### config.mk
export PLATFORM = sky130hd
export DESIGN_NAME = mod_cascade_counter
export DESIGN_NICKNAME = d
export VERILOG_FILES = /design/src/rtl/mod_cnt_pkg.sv /design/src/rtl/mod_digit.sv /design/src/rtl/mod_cascade_counter.sv
export SDC_FILE = /design/constraint.sdc
export NUM_CORES = 1
export LEC_CHECK = 0
export BUFFER_PORTS_ARGS = -buffer_cell sky130_fd_sc_hd__buf_2
export CORE_AREA = 4 4 41 43
export CTS_CLUSTER_SIZE = 16
export DETAILED_ROUTE_END_ITERATION = 6
export DIE_AREA = 0 0 45 47
export PLACE_DENSITY = 0.66
export SYNTH_ARGS = -nofsm -noshare
export SYNTH_HDL_FRONTEND = slang
export SYNTH_SLANG_ARGS = --single-unit
### constraint.sdc
create_clock -name clk -period 2.54 [get_ports clk]
set_clock_uncertainty 0.2 [all_clocks]
set_input_delay 0.254 -clock clk [delete_from_list [all_inputs] [get_ports clk]]
set_output_delay 0.254 -clock clk [all_outputs]
set_load 0.01 [all_outputs]
### src/rtl/mod_cnt_pkg.sv
`default_nettype none
// ============================================================================
// Module      : mod_cnt_pkg
// Description : Shared types and helpers for the cascaded modulo counter.
//               - clog2_min1 : register width for a modulus, never below 1
//               - cnt_dir_e  : count direction (CNT_UP / CNT_DOWN)
//               - dig_cmd_e  : per-digit command (hold, step, clear, load)
// Revision    : 1.0 - initial release
// ============================================================================
package mod_cnt_pkg;

    // A modulus of 1 would otherwise give a zero-width register.
    function automatic int clog2_min1(input int value);
        int w;
        w = $clog2(value);
        return (w < 1) ? 1 : w;
    endfunction

    typedef enum logic {
        CNT_UP   = 1'b0,
        CNT_DOWN = 1'b1
    } cnt_dir_e;

    typedef enum logic [1:0] {
        DIG_HOLD  = 2'd0,
        DIG_STEP  = 2'd1,
        DIG_CLEAR = 2'd2,
        DIG_LOAD  = 2'd3
    } dig_cmd_e;

endpackage : mod_cnt_pkg
`default_nettype wire

### src/rtl/mod_digit.sv
`default_nettype none
// ============================================================================
// Module      : mod_digit
// Description : One modulo-MOD digit of the cascaded counter. A step command
//               only advances the digit when its carry-in enable is high, so
//               every digit shares the single clock.
// Ports       : clk, rst_n     - clock, asynchronous active-low reset
//               cmd [1:0]      - dig_cmd_e command (hold/step/clear/load)
//               dir            - 0 up, 1 down (only with MOD_CNT_DOWN_EN)
//               load_val [W-1:0] - value taken on a load command
//               cin            - carry-in enable for a step
//               val [W-1:0]    - digit value, always 0..MOD-1
//               cout           - digit is at its terminal and stepping
// Config      : MOD_CNT_DOWN_EN adds the dir port and the borrow logic.
// Revision    : 1.0 - initial release
// ============================================================================
module mod_digit
    import mod_cnt_pkg::*;
#(
    parameter  int MOD = 4,
    localparam int W   = clog2_min1(MOD)
) (
    input  logic         clk,
    input  logic         rst_n,
    input  logic [1:0]   cmd,
`ifdef MOD_CNT_DOWN_EN
    input  logic         dir,
`endif
    input  logic [W-1:0] load_val,
    input  logic         cin,
    output logic [W-1:0] val,
    output logic         cout
);

    localparam logic [W-1:0] c_max = W'(MOD - 1);

    dig_cmd_e     w_cmd;
    logic         w_step;
    logic         w_at_term;
    logic [W-1:0] w_next;
    logic [W-1:0] r_val;

    assign w_cmd  = dig_cmd_e'(cmd);
    assign w_step = (w_cmd == DIG_STEP) && cin;

`ifdef MOD_CNT_DOWN_EN
    cnt_dir_e w_dir;
    assign w_dir     = cnt_dir_e'(dir);
    // Terminal is the top value counting up and zero counting down.
    assign w_at_term = (w_dir == CNT_DOWN) ? (r_val == '0) : (r_val == c_max);

    always_comb begin
        w_next = r_val;
        if (w_dir == CNT_DOWN) begin
            w_next = w_at_term ? c_max : (r_val - 1'b1);
        end else begin
            w_next = w_at_term ? '0 : (r_val + 1'b1);
        end
    end
`else
    assign w_at_term = (r_val == c_max);

    always_comb begin
        w_next = w_at_term ? '0 : (r_val + 1'b1);
    end
`endif

    assign cout = w_step && w_at_term;

    always_ff @(posedge clk or negedge rst_n) begin
        if (!rst_n) begin
            r_val <= '0;
        end else begin
            case (w_cmd)
                DIG_CLEAR: r_val <= '0;
                DIG_LOAD:  r_val <= load_val;
                DIG_STEP:  if (cin) r_val <= w_next;
                default:   r_val <= r_val;
            endcase
        end
    end

    assign val = r_val;

endmodule : mod_digit
`default_nettype wire

### src/rtl/mod_cascade_counter.sv
`default_nettype none
// ============================================================================
// Module      : mod_cascade_counter
// Description : Two-digit synchronous cascaded modulo counter, total modulus
//               LO_MOD*HI_MOD. The high digit steps on the low digit's carry
//               enable, not on a derived clock, so all outputs are glitch-free.
//               Priority per cycle: clr > load > en > hold.
// Ports       : clk, rst_n       - clock, asynchronous active-low reset
//               en               - count enable
//               clr              - synchronous clear to 0
//               load, load_val   - synchronous composite load (range checked)
//               dir              - 0 up, 1 down (only with MOD_CNT_DOWN_EN)
//               lo, hi           - digit values
//               q                - composite count hi*LO_MOD + lo
//               tc               - terminal count (q==MOD-1 up, q==0 down)
//               wrap             - one-cycle pulse after a wrapping step
//               load_err         - one-cycle pulse after a rejected load
// Config      : MOD_CNT_DOWN_EN adds dir and down counting; undefined gives
//               an up-only counter.
// Revision    : 1.0 - initial release
// ============================================================================
module mod_cascade_counter
    import mod_cnt_pkg::*;
#(
    parameter  int LO_MOD = 4,
    parameter  int HI_MOD = 5,
    localparam int MOD    = LO_MOD * HI_MOD,
    localparam int LO_W   = clog2_min1(LO_MOD),
    localparam int HI_W   = clog2_min1(HI_MOD),
    localparam int Q_W    = clog2_min1(MOD)
) (
    input  logic            clk,
    input  logic            rst_n,
    input  logic            en,
    input  logic            clr,
    input  logic            load,
    input  logic [Q_W-1:0]  load_val,
`ifdef MOD_CNT_DOWN_EN
    input  logic            dir,
`endif
    output logic [LO_W-1:0] lo,
    output logic [HI_W-1:0] hi,
    output logic [Q_W-1:0]  q,
    output logic            tc,
    output logic            wrap,
    output logic            load_err
);

    localparam logic [Q_W-1:0] c_lo_mod_q = Q_W'(LO_MOD);
    localparam logic [Q_W-1:0] c_mod_m1   = Q_W'(MOD - 1);
    // One extra bit so a power-of-two MOD does not fold to zero.
    localparam logic [Q_W:0]   c_mod_x    = (Q_W + 1)'(MOD);

    dig_cmd_e        w_cmd;
    logic            w_load_ok;
    logic [LO_W-1:0] w_lo_load;
    logic [HI_W-1:0] w_hi_load;
    logic [LO_W-1:0] w_lo;
    logic [HI_W-1:0] w_hi;
    logic            w_lo_cout;
    logic            w_hi_cout;
    logic [Q_W-1:0]  w_q;
    logic            r_wrap;
    logic            r_load_err;

    assign w_load_ok = ({1'b0, load_val} < c_mod_x);
    assign w_lo_load = LO_W'(load_val % c_lo_mod_q);
    assign w_hi_load = HI_W'(load_val / c_lo_mod_q);

    // A rejected load degrades to hold so both digits keep their value.
    always_comb begin
        w_cmd = DIG_HOLD;
        if (clr) begin
            w_cmd = DIG_CLEAR;
        end else if (load) begin
            w_cmd = w_load_ok ? DIG_LOAD : DIG_HOLD;
        end else if (en) begin
            w_cmd = DIG_STEP;
        end
    end

    mod_digit #(
        .MOD      (LO_MOD)
    ) u_lo (
        .clk      (clk),
        .rst_n    (rst_n),
        .cmd      (w_cmd),
`ifdef MOD_CNT_DOWN_EN
        .dir      (dir),
`endif
        .load_val (w_lo_load),
        .cin      (1'b1),
        .val      (w_lo),
        .cout     (w_lo_cout)
    );

    mod_digit #(
        .MOD      (HI_MOD)
    ) u_hi (
        .clk      (clk),
        .rst_n    (rst_n),
        .cmd      (w_cmd),
`ifdef MOD_CNT_DOWN_EN
        .dir      (dir),
`endif
        .load_val (w_hi_load),
        .cin      (w_lo_cout),
        .val      (w_hi),
        .cout     (w_hi_cout)
    );

    assign w_q = (Q_W'(w_hi) * c_lo_mod_q) + Q_W'(w_lo);

`ifdef MOD_CNT_DOWN_EN
    assign tc = (cnt_dir_e'(dir) == CNT_DOWN) ? (w_q == '0) : (w_q == c_mod_m1);
`else
    assign tc = (w_q == c_mod_m1);
`endif

    // The high digit's carry-out is exactly "enabled step while tc" with no
    // clr or load, since the step command already encodes that priority.
    always_ff @(posedge clk or negedge rst_n) begin
        if (!rst_n) begin
            r_wrap     <= 1'b0;
            r_load_err <= 1'b0;
        end else begin
            r_wrap     <= w_hi_cout;
            r_load_err <= !clr && load && !w_load_ok;
        end
    end

    assign lo       = w_lo;
    assign hi       = w_hi;
    assign q        = w_q;
    assign wrap     = r_wrap;
    assign load_err = r_load_err;

endmodule : mod_cascade_counter
`default_nettype wire

## Word-level counts from Yosys, hierarchy flattened

Cells that the tools add are included.

| word-level totals | value |
|---|---|
| register bits | 7 |
| word-level logic and storage cells | 33 |
| input bits | 10 |
| output and inout bits | 13 |

| operators by class | value |
|---|---|
| magnitude comparators | 1 |
| reduce and logical (&&, ||, !) cells | 9 |
| $add $sub $neg | 3 |
| multiplexer cells | 9 |
| equality and inequality tests | 7 |

Operators with widths:

| operator | number |
|---|---|
| one-hot mux 3 bit (3 select lines) | 1 |
| two-way mux 2 bit | 4 |
| == test 2 bit (second input constant) | 3 |
| two-way mux 3 bit | 2 |
| one-hot mux 2 bit (3 select lines) | 1 |
| adder 5 x 2 -> 5 bit | 1 |
| == test 5 bit (second input constant) | 1 |
| logical AND 1 bit | 5 |
| less-than comparator 5 bit (second input constant) | 1 |
| adder 3 x 1 -> 3 bit (second input constant) | 1 |
| == test 3 bit (second input constant) | 1 |
| nonzero test 3 bit | 1 |
| adder 2 x 1 -> 2 bit (second input constant) | 1 |
| == test 2 x 1 -> 1 bit (second input constant) | 1 |
| logical NOT 1 bit | 2 |
| inequality test 2 x 1 -> 1 bit (second input constant) | 1 |
| AND reduction 2 bit | 1 |
| two-way mux 1 bit | 1 |

## Logic depth before layout (Yosys ltp)

| depth | value |
|---|---|
| depth in word-level cells | 8 |
| depth in mapped cells | 5 |
| depth with buffers taken out | 5 |

## Hierarchy

Synthesis repeated with hierarchy kept, for this count alone.

| second synthesis, totals | value |
|---|---|
| cells, all modules | 53 |
| area, all modules | 486.7 µm² |

Modules (own cells, without submodules):

| module | sequential area each (µm²) | cells each | instances | area each (µm²) |
|---|---|---|---|---|
| mod_digit at u_hi | 75.1 | 24 | 1 | 214.0 |
| mod_cascade_counter | 50.0 | 16 | 1 | 146.4 |
| mod_digit at u_lo | 50.0 | 13 | 1 | 126.4 |

## Worst setup path after synthesis

OpenSTA, ideal clock, no wires.

| timing | value |
|---|---|
| path kind | reg2reg |
| from | register u_hi.r_val[0], in the netlist u_hi.val[0] |
| to | register u_hi.r_val[2], in the netlist u_hi.val[2] |
| clock period less this slack | 1.511 ns |
| setup time | 0.099 ns |
| slack | 1.029 ns |
| buffers on the path | 0 |
| data required time | 2.241 ns |
| stages on the path, launching flop included | 6 |
| data arrival time | 1.212 ns |
| path through | dfrtp_1 > inv_1 > ha_1 > nor3b_1 > o21ai_1 > a311oi_1 |

| on the way | value |
|---|---|
| word-level cells in the longest chain between the ends | 4 |
| elaborated cells between the ends (all ways) | 5 |
| classes of those cells | add/sub: 1; eq/ne: 1; mux: 3 |

RTL lines:

| element | RTL line | RTL |
|---|---|---|
| start: declaration | mod_digit.sv:41 | `logic [W-1:0] r_val;` |
| start signal: assignment | mod_digit.sv:76 | `DIG_LOAD: r_val <= load_val;` |
| start signal: assignment | mod_digit.sv:77 | `DIG_STEP: if (cin) r_val <= w_next;` |
| start signal: assignment | mod_digit.sv:78 | `default: r_val <= r_val;` |
| adder 3 x 1 -> 3 bit / == test 3 bit (equally long branches) | mod_digit.sv:64, mod_digit.sv:61 |  |
| two-way mux 3 bit * | mod_digit.sv:64 | `w_next = w_at_term ? '0 : (r_val + 1'b1);` |
| two-way mux 3 bit * | mod_digit.sv:77 |  |
| one-hot mux 3 bit (3 select lines) * | mod_digit.sv:74 | `case (w_cmd)` |

Mark *: on every way between the ends. The rest lies on a longest branch, timed or not. The select of a mux whose other input is x is not followed.
A chain may end at the register's enable or synchronous reset.

## Worst setup path after layout

| timing | value |
|---|---|
| from | register u_hi.r_val[0], in the netlist u_hi.val[0] |
| to | output port tc |

| on the way | value |
|---|---|
| word-level cells in the longest chain between the ends | 2 |

RTL lines:

| element | RTL line | RTL |
|---|---|---|
| adder 5 x 2 -> 5 bit | mod_cascade_counter.sv:112 | `assign w_q = (Q_W'(w_hi) * c_lo_mod_q) + Q_W'(w_lo);` |
| == test 5 bit | mod_cascade_counter.sv:117 | `assign tc = (w_q == c_mod_m1);` |
| end: declaration | mod_cascade_counter.sv:44 | `output logic tc,` |

No other way between the ends.

==> summary by stage <==
Global route
The first global-routing pass estimated 1.97 mm of wire. The pin count of the biggest net entering global routing is 8. The aggregate global routing overflow is 0.

The global-route usage over all layers is 13.7%. The initial antenna violation count is 0. The via count of the first global-routing pass is 457.

Logic synthesis
The per-instance average area after synthesis is 9.83 um^2. By area the synthesized netlist is led by dfrtp_1 (36%), buf_4 (7.6%), ha_1 (7.6%), a21oi_1 (5.1%), and3_1 (3.8%). Summed over all instances, the cell type with the most area after synthesis is dfrtp_1.

The distinct cell type count after synthesis is 27. The number of nets handed over by synthesis was 63. For this run, the register share of the synthesized area comes to 35.6%. The top cell type's share of synthesized area is 35.6%. The gate count after technology mapping is 50. The Yosys warning count is 0. The number of storage elements in the synthesis netlist is 7. In this run the cell area of the synthesized design comes to 492 um^2.

Worst setup path
The largest single stage delay on the critical path is 390 ps. The startpoint of the most critical register-to-register path is u_hi.val[0]. The data required time of the critical path is 2090 ps. The slowest stage of the critical path is the dfrtp_1 cell. The worst setup path is of the reg2out kind. The critical path goes through inv_1 -> ha_1 -> and3_1 -> buf_2.

The worst reg-to-reg setup slack is 950 ps. The arrival time at the worst endpoint is 1280 ps. The type of element launching the critical path is a register. The destination of the worst register-to-register timing path is u_hi.val[2]. The worst setup path is captured at an output pin. The number of cells on the worst reg-to-reg path is 5.

In this run the worst setup path begins at u_hi.val[0]. The largest driver fanout on the critical path is 5. In this run the worst setup path terminates at tc.

Hold path
The tightest min-delay check is of the in2reg type.

Job
The max-cap violation count is 0.

STA
The time the worst path needs with I/O delays and setup is 1730 ps. Setup repair after global routing left no endpoint under its margin. Final hold analysis gives a worst-case slack of 78.3 ps. The final hold violation count is 0. The number of pins exceeding their max-slew limit in the final report is 0. The number of failing setup endpoints in the final timing report is 0. For the final routed database, the setup TNS stands at 0 ps.

Timing would allow up to 577 MHz. The normalized max-slew margin is 78.7%. The transition time of the tightest slew-check pin is 319 ps. In the finished design, the share of the clock period the worst path needs comes to 68.2%.

Place
The cell area after placement is 583 um^2. The detailed placement HPWL is 888 um. The final weighted congestion in routability-driven placement is 0.820. The port buffer count is 22.

Die
The die area is 0.00212 mm^2. The effective utilization at floorplan is 37.8%. In this run the horizontal extent of the chip is 45 um. 23 I/O pins were placed. The placeable core region is 0.00130 mm^2. From bottom edge to top edge, the die measures 47 um.

The number of standard-cell rows in the floorplan is 13.

Cells and area
The number of diodes is 0. The layout cell share with drive strength beyond 1 is 47.2%. With fillers left out, the area of the finished cells amounts to 621 um^2. The fill cell instance count of the final layout is 149. The number of nets in the finished design is 86. Compared with the post-synthesis result, the final layout area differs by 26.2%.

Clock network
The cell sitting at the root of the clock tree is a clkbuf_4. In this run the deepest clock path goes through 2 buffers. The clock sink count is 7. The total of cells resized after clock tree synthesis is 0. In this run the number of H-tree levels came out at 1. The number of buffers inserted to repair setup after CTS is 0. The CTS clock-pin slew for the worst setup and hold paths is 60 ps. The number of buffers added to fix hold violations after cts is 1. In this run, CTS created clock tree buffers numbering 3. The clock network latency to the later pin of the worst-skew pair is 260 ps. TritonCTS built the clock tree.

Route
The routed layout has 484 vias. The total wire length is 1.16 mm. The count of nets left with antenna violations once routing finished came out at 0. The length of the first detailed-routing pass in iterations is 6.

For this block, the initial DRC count from the detailed router was 11. The number of remaining DRC errors is 0. After detailed routing, the average wire length per cell comes to 13.3 um. In the routed layout, each cell is associated on average with a via count of 5.56.

Power and ir drop
The analysis attributes to cell leakage a power of 0.345 nW. The cell area power density is 486 mW/mm^2. The overall power consumption is 0.302 mW. The maximum ir drop on the vdd rail is 0.000214 V.

Outcome
The flow ran to the end, and the final reports show no timing, DRC or antenna violations.
[state kept, by name, indices dropped and copies added (netlist names)]
| signal | cells |
|---|---|
| load_err | 1 |
| u_hi.val | 3 |
| u_lo.val | 2 |
| wrap | 1 |
[kinds of logic after synthesis]
logic type                 synth area share (%)
muxes                                      2.04
adders and majority gates                  7.63
DFF                                        35.6
and+or+nand+nor                            23.4
AOI/OAI and AO/OA                          20.6
buffers and inverters                      10.7
[routing by layer]
metal | global-route usage, % | up-vias | wire (um)
li1 | - | 229 | -
met1 | 14.5 | 234 | 483
met2 | 21.8 | 19 | 557
met3 | 4.60 | 2 | 84
met4 | 12.3 | 0 | 32
met5 | 0 | - | 0
[final cells by class]
cell class              instances  area, um^2  area share (%)
clock buffers                   3        22.5            3.63
repair buffers                 23         120            19.4
inverters                       4        15.0            2.42
multi-input cells              34         264            42.5
flip-flops and latches          7         175            28.2
clock inverters                 1        5.00           0.806
well taps                      15        18.8            3.02
[report_power, final]
part | switching, mW | leakage, nW | internal (mW)
Sequential | 0.00810 | 0.0938 | 0.119
Combinational | 0.0379 | 0.233 | 0.0320
Clock | 0.0471 | 0.0177 | 0.0578
[critical path: cells and delay by family (launching register included)]
family | cells | cell delay, ps
buffers and inverters | 2 | 220
adder cells (fa/ha/maj) | 1 | 230
AND/OR/NAND/NOR | 1 | 180
flip-flops | 1 | 390
[synth_stat cells]
cell type,n
a211o_1,1
a211oi_1,1
a21o_2,1
a21oi_1,5
a221o_2,1
a311oi_1,1
a32oi_1,1
and2_1,1
and2_2,1
and3_1,3
and4bb_2,1
buf_4,5
dfrtp_1,7
ha_1,3
inv_1,4
mux2i_1,1
nand3_1,1
nor2_1,1
nor2b_1,1
nor2b_2,1
nor3b_1,2
nor3b_2,1
nor4_1,2
o211ai_2,1
o21ai_0,1
o21ai_1,1
or2_2,1
[placed cells by master (no fill, tap or decap), types with 2 or more instances in the layout]
cell      count
dfrtp_1       7
buf_2        22
a21oi_1       5
nor4_1        2
and3_1        3
clkbuf_4      3
nor3b_1       2
ha_1          3
inv_1         4
[how the worst min path moves through the flow]
stage	startpoint	to	slack, ps	cells past startpoint
after floorplan	rst_n	load_err	-240	0
after global placement	rst_n	u_lo.val[0]	-100	1
after detailed placement	rst_n	u_lo.val[0]	-100	1
after CTS	clr	u_hi.val[2]	60	2
after global routing	clr	u_hi.val[2]	80	2
final	clr	u_hi.val[2]	80	2
[through the flow]
step / worst slack [ps] / std cells / util (%)
2_1_floorplan: 1030 / 50 / -
3_3_place_gp: 957 / 82 / 44.8
3_5_place_dp: 953 / 82 / 44.8
4_1_cts: 793 / 87 / 47.7
5_1_grt: 717 / 87 / 47.7
6_report: 808 / 87 / 47.7
Note: power is estimated with default switching activity, not from simulation.
